**src/rtl/debounce_pulse_gen_pkg.sv**
```systemverilog
// Shared definitions for debounce_pulse_gen: debounce FSM state encoding and a
// small elaboration-time helper.
package debounce_pulse_gen_pkg;

  typedef enum logic [1:0] {
    ST_IDLE       = 2'd0,
    ST_WAIT_PRESS = 2'd1,
    ST_PRESSED    = 2'd2,
    ST_WAIT_REL   = 2'd3
  } state_t;

  function automatic int unsigned max_u(input int unsigned a, input int unsigned b);
    return (a > b) ? a : b;
  endfunction

endpackage

```
**src/rtl/debounce_pulse_gen_sync_2ff.sv**
```systemverilog
// Two-flop synchroniser for a single asynchronous input; reusable for every
// asynchronous input in the design. Both stages clear to 0 on rst.
module sync_2ff (
  input  logic clk,
  input  logic rst,
  input  logic d,
  output logic q
);

  logic r_s0;
  logic r_s1;

  always_ff @(posedge clk) begin
    if (rst) begin
      r_s0 <= 1'b0;
      r_s1 <= 1'b0;
    end else begin
      r_s0 <= d;
      r_s1 <= r_s0;
    end
  end

  assign q = r_s1;

endmodule

```
**src/rtl/debounce_pulse_gen.sv**
```systemverilog
// Push-button synchroniser + stable-time debouncer producing a debounced level and
// a one-cycle enable pulse per press. Auto-repeat is built when DEBOUNCE_REPEAT_EN is defined.
module debounce_pulse_gen #(
  parameter int unsigned N_ESTABLE  = 250000,
  parameter int unsigned REP_DELAY  = 12500000,
  parameter int unsigned REP_PERIOD = 2500000
) (
  input  logic clk,
  input  logic rst,
  input  logic btn_in,
  output logic btn_level,
  output logic ena_out
);

  import debounce_pulse_gen_pkg::*;

  localparam int unsigned CNT_W = $clog2(N_ESTABLE + 1);
  localparam logic [CNT_W-1:0] CNT_LAST = CNT_W'(N_ESTABLE - 1);

  // A filter shorter than 2 or a repeat spacing below 2 would break the
  // one-cycle-wide, never-back-to-back pulse guarantee.
  if (N_ESTABLE < 2 || REP_DELAY < 2 || REP_PERIOD < 2) begin : g_param_check
    $error("debounce_pulse_gen: N_ESTABLE, REP_DELAY and REP_PERIOD must be >= 2");
  end

  logic             w_s1;
  state_t           r_state;
  logic [CNT_W-1:0] r_cnt;
  logic             r_level;
  logic             r_ena;

  sync_2ff u_sync (
    .clk (clk),
    .rst (rst),
    .d   (btn_in),
    .q   (w_s1)
  );

`ifdef DEBOUNCE_REPEAT_EN
  localparam int unsigned REP_W = $clog2(max_u(REP_DELAY, REP_PERIOD) + 1);

  logic [REP_W-1:0] r_rep_cnt;
  logic             r_rep_first;
  logic [REP_W-1:0] w_rep_last;

  assign w_rep_last = r_rep_first ? REP_W'(REP_DELAY - 1) : REP_W'(REP_PERIOD - 1);
`endif

  always_ff @(posedge clk) begin
    if (rst) begin
      r_state <= ST_IDLE;
      r_cnt   <= '0;
      r_level <= 1'b0;
      r_ena   <= 1'b0;
`ifdef DEBOUNCE_REPEAT_EN
      r_rep_cnt   <= '0;
      r_rep_first <= 1'b1;
`endif
    end else begin
      r_ena <= 1'b0;
      case (r_state)
        ST_IDLE: begin
          if (w_s1) begin
            r_state <= ST_WAIT_PRESS;
            r_cnt   <= CNT_W'(1);
          end
        end
        ST_WAIT_PRESS: begin
          if (!w_s1) begin
            r_state <= ST_IDLE;
            r_cnt   <= '0;
          end else if (r_cnt == CNT_LAST) begin
            r_state <= ST_PRESSED;
            r_level <= 1'b1;
            r_ena   <= 1'b1;
            r_cnt   <= '0;
          end else begin
            r_cnt <= r_cnt + CNT_W'(1);
          end
        end
        ST_PRESSED: begin
          if (!w_s1) begin
            r_state <= ST_WAIT_REL;
            r_cnt   <= CNT_W'(1);
          end
        end
        ST_WAIT_REL: begin
          // A return to 1 before the filter expires is a release glitch: no pulse.
          if (w_s1) begin
            r_state <= ST_PRESSED;
            r_cnt   <= '0;
          end else if (r_cnt == CNT_LAST) begin
            r_state <= ST_IDLE;
            r_level <= 1'b0;
            r_cnt   <= '0;
          end else begin
            r_cnt <= r_cnt + CNT_W'(1);
          end
        end
        default: begin
          r_state <= ST_IDLE;
          r_cnt   <= '0;
        end
      endcase
`ifdef DEBOUNCE_REPEAT_EN
      // Repeat timer runs while held, freezes across a release glitch, clears otherwise.
      if (r_state == ST_PRESSED) begin
        if (r_rep_cnt == w_rep_last) begin
          r_ena       <= 1'b1;
          r_rep_cnt   <= '0;
          r_rep_first <= 1'b0;
        end else begin
          r_rep_cnt <= r_rep_cnt + REP_W'(1);
        end
      end else if (r_state != ST_WAIT_REL) begin
        r_rep_cnt   <= '0;
        r_rep_first <= 1'b1;
      end
`endif
    end
  end

  assign btn_level = r_level;
  assign ena_out   = r_ena;

endmodule

```
**config.mk**
```make
export PLATFORM = sky130hd
export DESIGN_NAME = debounce_pulse_gen
export DESIGN_NICKNAME = d
export VERILOG_FILES = /design/src/rtl/debounce_pulse_gen_pkg.sv /design/src/rtl/debounce_pulse_gen_sync_2ff.sv /design/src/rtl/debounce_pulse_gen.sv
export SDC_FILE = /design/constraint.sdc
export NUM_CORES = 1
export LEC_CHECK = 0
export ABC_CLOCK_PERIOD_IN_PS = 4200
export BUFFER_PORTS_ARGS = -buffer_cell sky130_fd_sc_hd__buf_2
export CORE_UTILIZATION = 40
export DETAILED_ROUTE_END_ITERATION = 8
export PLACE_DENSITY_LB_ADDON = 0.05
export SLEW_MARGIN = 30
export SYNTH_ARGS = -nofsm -noshare
export SYNTH_HDL_FRONTEND = slang
export SYNTH_SLANG_ARGS = --single-unit
```
**constraint.sdc**
```tcl
create_clock -name clk -period 4.2 [get_ports clk]
set_clock_uncertainty 0.1 [all_clocks]
set_input_delay 0.21 -clock clk [delete_from_list [all_inputs] [get_ports clk]]
set_output_delay 0.21 -clock clk [all_outputs]
set_load 0.01 [all_outputs]
```
==> out/results.md, run 1 <==
| Result | Value |
|---|---|
| Leading area contributor after synthesis | sky130_fd_sc_hd__dfxtp_1 |
| Hold WC Path Type | in2reg |
| Startpoint of the lowest-slack register-to-register path | r_cnt[0] |
| H-tree lvl count | 1 |
| Cts bufs inserted | 3 |
| Endpoint kind of the worst setup timing path | flop |
| Post-Layout Inst Area | 1280 µm² |
| Yosys cell types | 36 |
| Area growth syn-to-layout | 7.22% |
| Number of nets with antenna violations after detailed routing | 0 |
| Max-cap check violation count | 0 |
| Final slew viol count | 0 |
| Count of endpoints failing setup in the final report | 0 |
| Total track usage | 19.2% |
| Worst Path Arrival | 2.57 ns |
| Top cell type's share of synthesized area | 40.2% |
| Maximum number of pins on one net before global-route repair | 15 |
| Maximum vdd drop | 0.000169 V |
| Synthesized area | 1200 µm² |
| Num ports | 5 |
| Launch point of the worst path | r_cnt[0] |
| CTS clk-pin slew, worst paths | 0.13 ns |
| Clock network latency to the later pin of the worst-skew pair | 0.31 ns |
| Launch point of the worst hold path | rst |
| Worst-case headroom to the max-slew limit | 50.9% |
| Die Y-Extent | 56.7 µm |
| Placer Congestion | 0.761 |
| Total via count after detailed routing | 1,047 |
| Post-synth top flop | sky130_fd_sc_hd__dfxtp_1 |
| Register bit total from synthesis | 24 |
| Worst Reg-to-Reg Cells | 5 |
| Reg-to-reg endpoint | r_cnt[7] |
| Post-synthesis async set-or-reset flop share | 0% |
| Pleak | 0.399 nW |
| Routed WL per cell | 16.0 µm |
| GR Overflow Total | 0 |
| Top cells by area, synth | sky130_fd_sc_hd__dfxtp_1 (40%), sky130_fd_sc_hd__o21ai_0 (5.0%), sky130_fd_sc_hd__a22oi_1 (5.0%) |
| DR DRC count | 2 |
| Clock period minus worst slack | 2.49 ns |
| Worst Setup Path Type | reg2reg |
| Maximum achievable frequency | 401 MHz |
| Final critical-path share of the clock period | 59.4% |
| Nets in the synthesized netlist | 139 |
| Cell Chain, Critical Path | ha_1 -> nand3_1 -> or4_1 -> o2111ai_2 -> a22oi_1 |
| Fraction of layout instances using a drive strength above 1 | 12.1% |
| Number of optimization iterations in the first detailed-route pass | 6 |
| Final hold slack | 0.0807 ns |
| Number of vias per cell after detailed routing | 6.12 |
| Result of the run | complete, but fails checks |
| Total clock sinks | 24 |
| Setup slack on the worst flop-to-flop path | 1.71 ns |
| Number of flops mapped to enable cells by yosys | 0 |
| Placement Rows | 19 |
| Starting density of the core | 42.6% |
| TritonCTS clock tree | yes |
| Setup TNS Final | 0 ns |
| Routed wire length | 2740 µm |
| Number of instances in the synthesized netlist | 135 |
| Buffers added on ports | 4 |
| ANT cells | 0 |
| First-pass GRT wire length | 4750 µm |
| Setup repair after global routing missed its margin | false |
| Clock root buffer | sky130_fd_sc_hd__clkbuf_4 |
| Post-synth top cells | sky130_fd_sc_hd__dfxtp_1 (24), sky130_fd_sc_hd__o21ai_0 (12), sky130_fd_sc_hd__nand2_1 (9) |
| Horizontal die dimension | 56.7 µm |
| Per-instance average area after synthesis | 8.86 µm² |
| Dominant cell by count in the synthesized netlist | sky130_fd_sc_hd__dfxtp_1 |
| Die area | 3210 µm² |
| Antenna violations before repair | 0 |
| 1st-iter DRT viols | 35 |
| PnR Total Power | 0.000373 W |
| Area of the core | 2810 µm² |
| Final HPWL from detailed placement | 1940 µm |
| Final Hold Viols | 0 |
| Largest incremental delay on the critical path | 0.66 ns |
| Cell area after placement | 1240 µm² |
| Total power density per cell area | 291 nW/µm² |
| Minimum setup slack in the final design | 1.71 ns |
| Setup bufs post-CTS | 0 |
| Vias in the first global route | 1,066 |
| Maximum clock path buffer count | 2 |
| Yosys warns | 0 |
| Critical Path End | r_cnt[7] |
| Worst path required time | 4.28 ns |
| Slew at the pin with the worst max-slew slack | 0.736 ns |
| Crit start category | flop |
| Portion of the post-synthesis area used by sequential elements | 40.2% |
| Violated checks | DRC |
| Cell with the biggest individual delay on the critical path | sky130_fd_sc_hd__o2111ai_2 |
| Worst Setup Slack post-DPL | 1.74 ns |
| Number of nets in the final layout | 145 |
| Max Fanout on Critical Path | 14 |
layer usage:
metal / track usage (%) / part of all wire [%] / vias to the layer above
li1: - / - / 528
met1: 22.4 / 48 / 508
met2: 33.3 / 49 / 9
met3: 2.76 / 1.8 / 2
met4: 10.7 / 0.58 / 0
met5: 0 / 0 / -
repair_timing:
item | 4_1_cts | 5_1_grt
resized for setup | 0 | 0
hold buffers | 1 | 0
hold endpoints to repair | 1 | 0
cells in the final DEF (no fill, tap or decap):
master / instances
sky130_fd_sc_hd__o2111ai_2: 1
sky130_fd_sc_hd__and4_1: 2
sky130_fd_sc_hd__xnor2_2: 1
sky130_fd_sc_hd__a22oi_1: 8
sky130_fd_sc_hd__nand4b_1: 2
sky130_fd_sc_hd__or3_1: 5
sky130_fd_sc_hd__nor4b_1: 1
sky130_fd_sc_hd__nor3b_1: 1
sky130_fd_sc_hd__or4_1: 6
sky130_fd_sc_hd__a211o_2: 1
sky130_fd_sc_hd__nand4_1: 2
sky130_fd_sc_hd__clkbuf_4: 3
sky130_fd_sc_hd__dlygate4sd3_1: 1
sky130_fd_sc_hd__and3_1: 2
sky130_fd_sc_hd__nor3_1: 5
sky130_fd_sc_hd__nor2_1: 3
sky130_fd_sc_hd__buf_2: 4
sky130_fd_sc_hd__xor2_1: 3
sky130_fd_sc_hd__xnor2_1: 3
sky130_fd_sc_hd__o21ai_0: 12
sky130_fd_sc_hd__a22oi_2: 2
sky130_fd_sc_hd__clkbuf_8: 1
sky130_fd_sc_hd__nand2_1: 9
sky130_fd_sc_hd__o2111ai_1: 1
sky130_fd_sc_hd__nand3_1: 7
sky130_fd_sc_hd__o31ai_1: 3
sky130_fd_sc_hd__nor2b_1: 2
sky130_fd_sc_hd__a31oi_1: 1
sky130_fd_sc_hd__or2_2: 1
sky130_fd_sc_hd__a2111o_1: 2
sky130_fd_sc_hd__o21bai_1: 1
sky130_fd_sc_hd__or3_2: 3
sky130_fd_sc_hd__inv_1: 6
sky130_fd_sc_hd__o211ai_1: 2
sky130_fd_sc_hd__ha_1: 1
sky130_fd_sc_hd__o22ai_1: 1
sky130_fd_sc_hd__dfxtp_1: 24
sky130_fd_sc_hd__a21oi_1: 7
flip-flops by register name (all words and copies together), names as in the netlist, named ones only:
name / cells
btn_level: 1
ena_out: 1
r_cnt: 18
r_state: 1
u_sync.q: 1
u_sync.r_s0: 1
power by group:
group / internal [W] / switching (W) / leakage [nW]
sequential: 0.000231 / 0.00000314 / 0.194
clock: 0.0000529 / 0.0000689 / 0.0210
combinational: 0.00000612 / 0.0000114 / 0.184
total: 0.000290 / 0.0000834 / 0.399
layout make-up:
| class | count | area (µm²) |
|---|---|---|
| clock buffer | 4 | 36.3 |
| inverter | 6 | 22.5 |
| tap | 31 | 38.8 |
| timing repair buffer | 5 | 30.0 |
| sequential | 24 | 480 |
| multi-input combinational | 101 | 674 |
| fill | 285 | 1520 |
logic make-up (layout without fill, tap and decap cells):
logic type	Yosys count	in the layout	synth area share [%]
AOI/OAI and AO/OA	42	42	24.6
adders and majority gates	1	1	1.05
buffers and inverters	10	15	3.45
and+or+nand+nor	51	51	25.0
xor gates and xnor gates	7	7	5.75
DFF	24	24	40.2
worst min path at each step:
stage | slack, ns | end | depth (start not counted)
4_1_cts | 0.08 | r_cnt[2] | 2
2_1_floorplan | 0.24 | u_sync.r_s0 | 1
3_5_place_dp | 0.32 | u_sync.q | 1
6_report | 0.08 | u_sync.q | 2
5_1_grt | 0.08 | u_sync.q | 2
3_3_place_gp | 0.32 | u_sync.r_s0 | 2
worst max-delay path, delay by kind of cell, from the launching register on:
kind / cells / cell delay [ns]
AO/OA/AOI/OAI: 2 / 0.85
AND/OR/NAND/NOR: 2 / 0.76
flip-flops: 1 / 0.39
adder cells (fa/ha/maj): 1 / 0.26
stage by stage:
step           cells  util (%)
2_1_floorplan    135         -
3_3_place_gp     166      44.1
3_5_place_dp     166      44.1
4_1_cts          171      45.7
5_1_grt          171      45.7
6_report         171      45.7
No activity file was read; power rests on OpenSTA's default activity.
==> inputs of run 2 (changes only) <==
ABC_CLOCK_PERIOD_IN_PS = 2400   (was 4200)
clock period = 2.4 ns   (was 4.2 ns; I/O delays follow)
==> run 2 against run 1 <==
  * The flow still finishes with violations (DRC)
  * Flip-flop and latch count unchanged
  * Clock power up 71%
  * Clock-buffer cell count unchanged
  * Register-to-register slack worse by 1.5 ns
  * Design area up 2.5%
  * Global-route usage down 0.58 points
  * Critical endpoint is now r_cnt[9]
  * Largest cell class unchanged
  * Largest power group unchanged
==> out/results.md, run 2 (synthesized netlist as in run 1, its figures left out) <==
| Result | Value | vs previous |
|---|---|---|
| Antenna violations before repair | 0 | unchanged |
| Maximum achievable frequency | 452 MHz | was 401 MHz |
| H-tree lvl count | 1 | unchanged |
| Num ports | 5 | unchanged |
| Number of optimization iterations in the first detailed-route pass | 6 | unchanged |
| Buffers added on ports | 4 | unchanged |
| Worst Reg-to-Reg Cells | 6 | was 5 |
| Worst-case headroom to the max-slew limit | 64.0% | was 50.9% |
| Final slew viol count | 0 | unchanged |
| Vias in the first global route | 1,001 | was 1,066 |
| Hold WC Path Type | reg2reg | was in2reg |
| Area of the core | 2810 µm² | unchanged |
| Violated checks | DRC | unchanged |
| Max Fanout on Critical Path | 14 | unchanged |
| Worst Setup Path Type | reg2reg | unchanged |
| Most common library cell in the layout ignoring fill and taps | sky130_fd_sc_hd__dfxtp_1 | unchanged |
| Count of endpoints failing setup in the final report | 0 | unchanged |
| Maximum vdd drop | 0.000277 V | was 0.000169 V |
| Routed wire length | 2670 µm | was 2740 µm |
| Final HPWL from detailed placement | 1900 µm | was 1940 µm |
| Final critical-path share of the clock period | 92.2% | was 59.4% |
| DR DRC count | 2 | unchanged |
| Die area | 3210 µm² | unchanged |
| Register name with the most flops | r_cnt | unchanged |
| Final design utilization | 46.9% | was 45.7% |
| Post-Layout Cell Count | 175 | was 171 |
| Reg-to-reg endpoint | r_cnt[9] | was r_cnt[7] |
| Slew at the pin with the worst max-slew slack | 0.538 ns | was 0.736 ns |
| Horizontal die dimension | 56.7 µm | unchanged |
| Area growth syn-to-layout | 9.94% | was 7.22% |
| Result of the run | complete, but fails checks | unchanged |
| Post-Layout Inst Area | 1320 µm² | was 1280 µm² |
| Cell area after placement | 1260 µm² | was 1240 µm² |
| Worst path required time | 2.47 ns | was 4.28 ns |
| Clock network latency to the later pin of the worst-skew pair | 0.31 ns | about the same |
| Dpl cells | 169 | was 166 |
| First-pass GRT wire length | 4710 µm | was 4750 µm |
| Starting density of the core | 42.6% | unchanged |
| Cts bufs inserted | 3 | unchanged |
| Setup repair after global routing missed its margin | false | unchanged |
| Number of nets with antenna violations after detailed routing | 0 | unchanged |
| Max-cap check violation count | 0 | unchanged |
| Fraction of layout instances using a drive strength above 1 | 13.9% | was 12.1% |
| Total power density per cell area | 494 nW/µm² | was 291 nW/µm² |
| ANT cells | 0 | unchanged |
| Top library cells by usage in the layout, fill and taps aside | sky130_fd_sc_hd__dfxtp_1 (24), sky130_fd_sc_hd__o21ai_0 (12), sky130_fd_sc_hd__nand2_1 (9), sky130_fd_sc_hd__a22oi_1 (8) | unchanged |
| Launch point of the worst path | r_cnt[0] | unchanged |
| Routed WL per cell | 15.2 µm | was 16.0 µm |
| Total track usage | 18.6% | was 19.2% |
| Placement Rows | 19 | unchanged |
| Critical Path End | r_cnt[9] | was r_cnt[7] |
| 1st-iter DRT viols | 41 | was 35 |
| Final Hold Viols | 0 | unchanged |
| Number of vias per cell after detailed routing | 6.14 | was 6.12 |
| Die Y-Extent | 56.7 µm | unchanged |
| Maximum clock path buffer count | 2 | unchanged |
| CTS clk-pin slew, worst paths | 0.14 ns | was 0.13 ns |
| GR Overflow Total | 0 | unchanged |
| Crit start category | flop | unchanged |
| Number of nets in the final layout | 149 | was 145 |
| Total clock sinks | 24 | unchanged |
| Worst Path Arrival | 2.28 ns | was 2.57 ns |
| Endpoint kind of the worst setup timing path | flop | unchanged |
| Clock root buffer | sky130_fd_sc_hd__clkbuf_4 | unchanged |
| Placer Congestion | 0.794 | was 0.761 |
| Total via count after detailed routing | 1,075 | was 1,047 |
| Setup TNS Final | 0 ns | unchanged |
| Pleak | 0.418 nW | was 0.399 nW |
| Clock period minus worst slack | 2.21 ns | was 2.49 ns |
| Max reg flops | 18 | unchanged |
| Setup slack on the worst flop-to-flop path | 0.19 ns | was 1.71 ns |
| Startpoint of the lowest-slack register-to-register path | r_cnt[0] | unchanged |
| Maximum number of pins on one net before global-route repair | 15 | unchanged |
| TritonCTS clock tree | yes | unchanged |
[run 2: routing by layer]
layer | vias up | track usage (%) | part of all wire (%)
met2 | 22 | 30.6 | 47
met1 | 512 | 23.9 | 48
li1 | 537 | - | -
met5 | - | 0 | 0
met4 | 0 | 7.86 | 1.1
met3 | 4 | 3.23 | 3.7
[run 2: stage by stage]
| step | power, W | hold WS (ns) | worst slack (ns) |
|---|---|---|---|
| after global placement | 0.000448 | 0.227 | 0.299 |
| after floorplan | 0.000438 | 0.148 | 0.380 |
| after detailed placement | 0.000448 | 0.233 | 0.210 |
| after global routing | 0.000685 | 0.374 | 0.00405 |
| final | 0.000650 | 0.353 | 0.188 |
| after CTS | 0.000661 | 0.358 | 0.183 |
[run 2: worst min path at each step]
| stage | end | slack [ns] | cells past startpoint | start |
|---|---|---|---|---|
| 3_3_place_gp | u_sync.r_s0 | 0.23 | 2 | btn_in |
| 3_5_place_dp | u_sync.r_s0 | 0.23 | 2 | btn_in |
| 2_1_floorplan | u_sync.r_s0 | 0.15 | 1 | btn_in |
| 5_1_grt | u_sync.q | 0.37 | 1 | u_sync.r_s0 |
| 4_1_cts | u_sync.q | 0.36 | 1 | u_sync.r_s0 |
| 6_report | u_sync.q | 0.35 | 1 | u_sync.r_s0 |
[run 2: timing repair]
item	CTS	global route
hold endpoints to repair	3	0
hold buffers	2	0
setup buffers	0	0
resized for setup	0	0
[run 2: power breakdown]
| part | switching [W] | leakage (nW) | total (W) | internal (W) |
|---|---|---|---|---|
| clock | 0.000116 | 0.0210 | 0.000209 | 0.0000924 |
| sequential | 0.00000439 | 0.194 | 0.000409 | 0.000404 |
| combinational | 0.0000207 | 0.203 | 0.0000330 | 0.0000124 |
[run 2: cell type report]
class	count	area (µm²)
Sequential cell	24	480
Timing Repair Buffer	9	62.6
Multi-Input combinational cell	101	674
Inverter	6	22.5
Tap cell	31	38.8
Fill cell	291	1490
Clock buffer	4	36.3
[run 2: worst max-delay path, cell delays in order, from the launching register on]
cell,delay (ns)
sky130_fd_sc_hd__dfxtp_1,0.40
sky130_fd_sc_hd__ha_1,0.26
sky130_fd_sc_hd__nand3_1,0.11
sky130_fd_sc_hd__or4_1,0.63
sky130_fd_sc_hd__o2111ai_2,0.22
sky130_fd_sc_hd__buf_4,0.24
sky130_fd_sc_hd__a22oi_1,0.11
==> inputs of run 3 (changes only) <==
ABC_CLOCK_PERIOD_IN_PS = 1800   (was 2400)
CAP_MARGIN = 15   (was unset)
clock period = 1.8 ns   (was 2.4 ns; I/O delays follow)
==> run 3 against run 2 <==
  * The run ends with DRC, setup timing left
  * Combinational power is 85% higher
  * Global-route usage is 3.4 points higher
  * Flip-flop and latch count stayed put
  * Critical endpoint is now btn_level
  * Largest power group unchanged
==> out/results.md, run 3 (synthesized netlist as in run 1, its figures left out) <==
| Result | Value | vs previous |
|---|---|---|
| Number of vias per cell after detailed routing | 5.71 | was 6.14 |
| Clock network latency to the later pin of the worst-skew pair | 0.33 ns | was 0.31 ns |
| 1st-iter DRT viols | 47 | was 41 |
| CTS clk-pin slew, worst paths | 0.15 ns | was 0.14 ns |
| H-tree lvl count | 1 | unchanged |
| Count of endpoints failing setup in the final report | 15 | was 0 |
| Final HPWL from detailed placement | 2210 µm | was 1900 µm |
| Die Y-Extent | 56.7 µm | unchanged |
| Placement Rows | 19 | unchanged |
| Total track usage | 22.0% | was 18.6% |
| Number of nets with antenna violations after detailed routing | 0 | unchanged |
| Number of nets in the final layout | 179 | was 149 |
| Fraction of layout instances using a drive strength above 1 | 39.1% | was 13.9% |
| Setup repair after global routing missed its margin | true | was false |
| Final slew viol count | 0 | unchanged |
| Area of the core | 2810 µm² | unchanged |
| Vias in the first global route | 1,185 | was 1,001 |
| Pleak | 0.586 nW | was 0.418 nW |
| Area growth syn-to-layout | 39.1% | was 9.94% |
| Post-Layout Cell Count | 205 | was 175 |
| Worst-case headroom to the max-slew limit | 65.6% | was 64.0% |
| Global routing usage on met1 | 29.6% | was 23.9% |
| Starting density of the core | 42.6% | unchanged |
| Total via count after detailed routing | 1,170 | was 1,075 |
| Worst Setup Path Type | reg2reg | unchanged |
| Top library cells by usage in the layout, fill and taps aside | sky130_fd_sc_hd__buf_4 (30), sky130_fd_sc_hd__dfxtp_1 (14), sky130_fd_sc_hd__o21ai_0 (10), sky130_fd_sc_hd__nand2_1 (9), sky130_fd_sc_hd__dfxtp_2 (9) | was sky130_fd_sc_hd__dfxtp_1 (24), sky130_fd_sc_hd__o21ai_0 (12), sky130_fd_sc_hd__nand2_1 (9), sky130_fd_sc_hd__a22oi_1 (8) |
| Final design utilization | 59.3% | was 46.9% |
| Total power density per cell area | 607 nW/µm² | was 494 nW/µm² |
| Antenna violations before repair | 0 | unchanged |
| Register name with the most flops | r_cnt | unchanged |
| Placer Congestion | 0.824 | was 0.794 |
| Die area | 3210 µm² | unchanged |
| Cts bufs inserted | 3 | unchanged |
| Clock root buffer | sky130_fd_sc_hd__clkbuf_4 | unchanged |
| Crit start category | flop | unchanged |
| Setup slack on the worst flop-to-flop path | -0.09 ns | was 0.19 ns |
| Routed wire length | 3140 µm | was 2670 µm |
| Max-cap check violation count | 0 | unchanged |
| Layout filler cell count | 269 | was 291 |
| Worst Setup Slack post-DPL | -0.142 ns | was 0.210 ns |
| ANT cells | 0 | unchanged |
| Maximum achievable frequency | 529 MHz | was 452 MHz |
| Final critical-path share of the clock period | 105% | was 92.2% |
| Hold WC Path Type | reg2reg | unchanged |
| Fraction of met2 tracks used by global routing | 36.2% | was 30.6% |
| Dpl cells | 196 | was 169 |
| Setup TNS Final | -0.742 ns | was 0 ns |
| TritonCTS clock tree | yes | unchanged |
| Post-Layout Inst Area | 1660 µm² | was 1320 µm² |
| Maximum number of pins on one net before global-route repair | 15 | unchanged |
| Maximum clock path buffer count | 2 | unchanged |
| Worst path required time | 1.97 ns | was 2.47 ns |
| DR DRC count | 2 | unchanged |
| Slew at the pin with the worst max-slew slack | 0.509 ns | was 0.538 ns |
| Num ports | 5 | unchanged |
| Maximum vdd drop | 0.000233 V | was 0.000277 V |
| Most used routing layer | met2 | unchanged |
| Minimum setup slack in the final design | -0.0886 ns | was 0.188 ns |
| Horizontal die dimension | 56.7 µm | unchanged |
| Met3 capacity usage during global routing | 2.07% | was 3.23% |
| Violated checks | DRC, setup timing | was DRC |
| First-pass GRT wire length | 5440 µm | was 4710 µm |
| Total clock sinks | 24 | unchanged |
| Endpoint kind of the worst setup timing path | flop | unchanged |
| Routed WL per cell | 15.3 µm | was 15.2 µm |
| Result of the run | complete, but fails checks | unchanged |
| Max reg flops | 18 | unchanged |
| Number of optimization iterations in the first detailed-route pass | 6 | unchanged |
| Final Hold Viols | 0 | unchanged |
| Worst Path Arrival | 2.06 ns | was 2.28 ns |
| Buffers added on ports | 4 | unchanged |
| Clock period minus worst slack | 1.89 ns | was 2.21 ns |
| Most common library cell in the layout ignoring fill and taps | sky130_fd_sc_hd__buf_4 | was sky130_fd_sc_hd__dfxtp_1 |
| Max Fanout on Critical Path | 4 | was 14 |
| Cell area after placement | 1500 µm² | was 1260 µm² |
| GR Overflow Total | 0 | unchanged |
run 3: through the flow:
step | total power (W) | hold slack [ns]
finish | 0.00101 | 0.351
CTS | 0.00102 | 0.353
floorplan | 0.000586 | 0.118
global placement | 0.000610 | 0.197
detailed placement | 0.000610 | 0.203
global route | 0.00105 | 0.364
run 3: path summary, 6_finish.rpt:
kind | end | depth (start not counted) | from
worst max register to register | btn_level | 4 | r_cnt[5]
worst min register to register | u_sync.q | 1 | u_sync.r_s0
worst max-delay path | btn_level | 4 | r_cnt[5]
worst min-delay path | u_sync.q | 1 | u_sync.r_s0
run 3: cell type report:
type / instances / area (µm²) / share of cell area, %
multi-input cells: 102 / 759 / 45.6
flip-flops and latches: 24 / 495 / 29.8
repair buffers: 38 / 295 / 17.7
well taps: 31 / 38.8 / 2.33
clock inverters: 1 / 30.0 / 1.80
clock buffers: 3 / 22.5 / 1.35
inverters: 6 / 22.5 / 1.35
run 3: critical path, cell delays in order (launching register included):
cell	delay (ns)
sky130_fd_sc_hd__dfxtp_2	0.34
sky130_fd_sc_hd__or3_1	0.35
sky130_fd_sc_hd__or4_4	0.46
sky130_fd_sc_hd__or4_4	0.48
sky130_fd_sc_hd__o211ai_1	0.09
run 3: power by group:
part	total (W)	switching, W	internal, W
Sequential	0.000545	0.00000620	0.000539
Clock	0.000405	0.000179	0.000225
Combinational	0.0000609	0.0000333	0.0000276
Total	0.00101	0.000219	0.000792
run 3: timing repair:
item	in CTS	in global routing
cloned	1	0
hold buffers	3	0
setup endpoints to repair	21	21
pin swaps	2	2
endpoints found under the hold margin	8	0
gates resized for setup	8	11
setup buffers	0	1
run 3: metal layers:
metal	wire [µm]	share of wire, %
met2	1520	48
met3	30	0.96
met5	0	0
met1	1540	49
met4	46	1.5
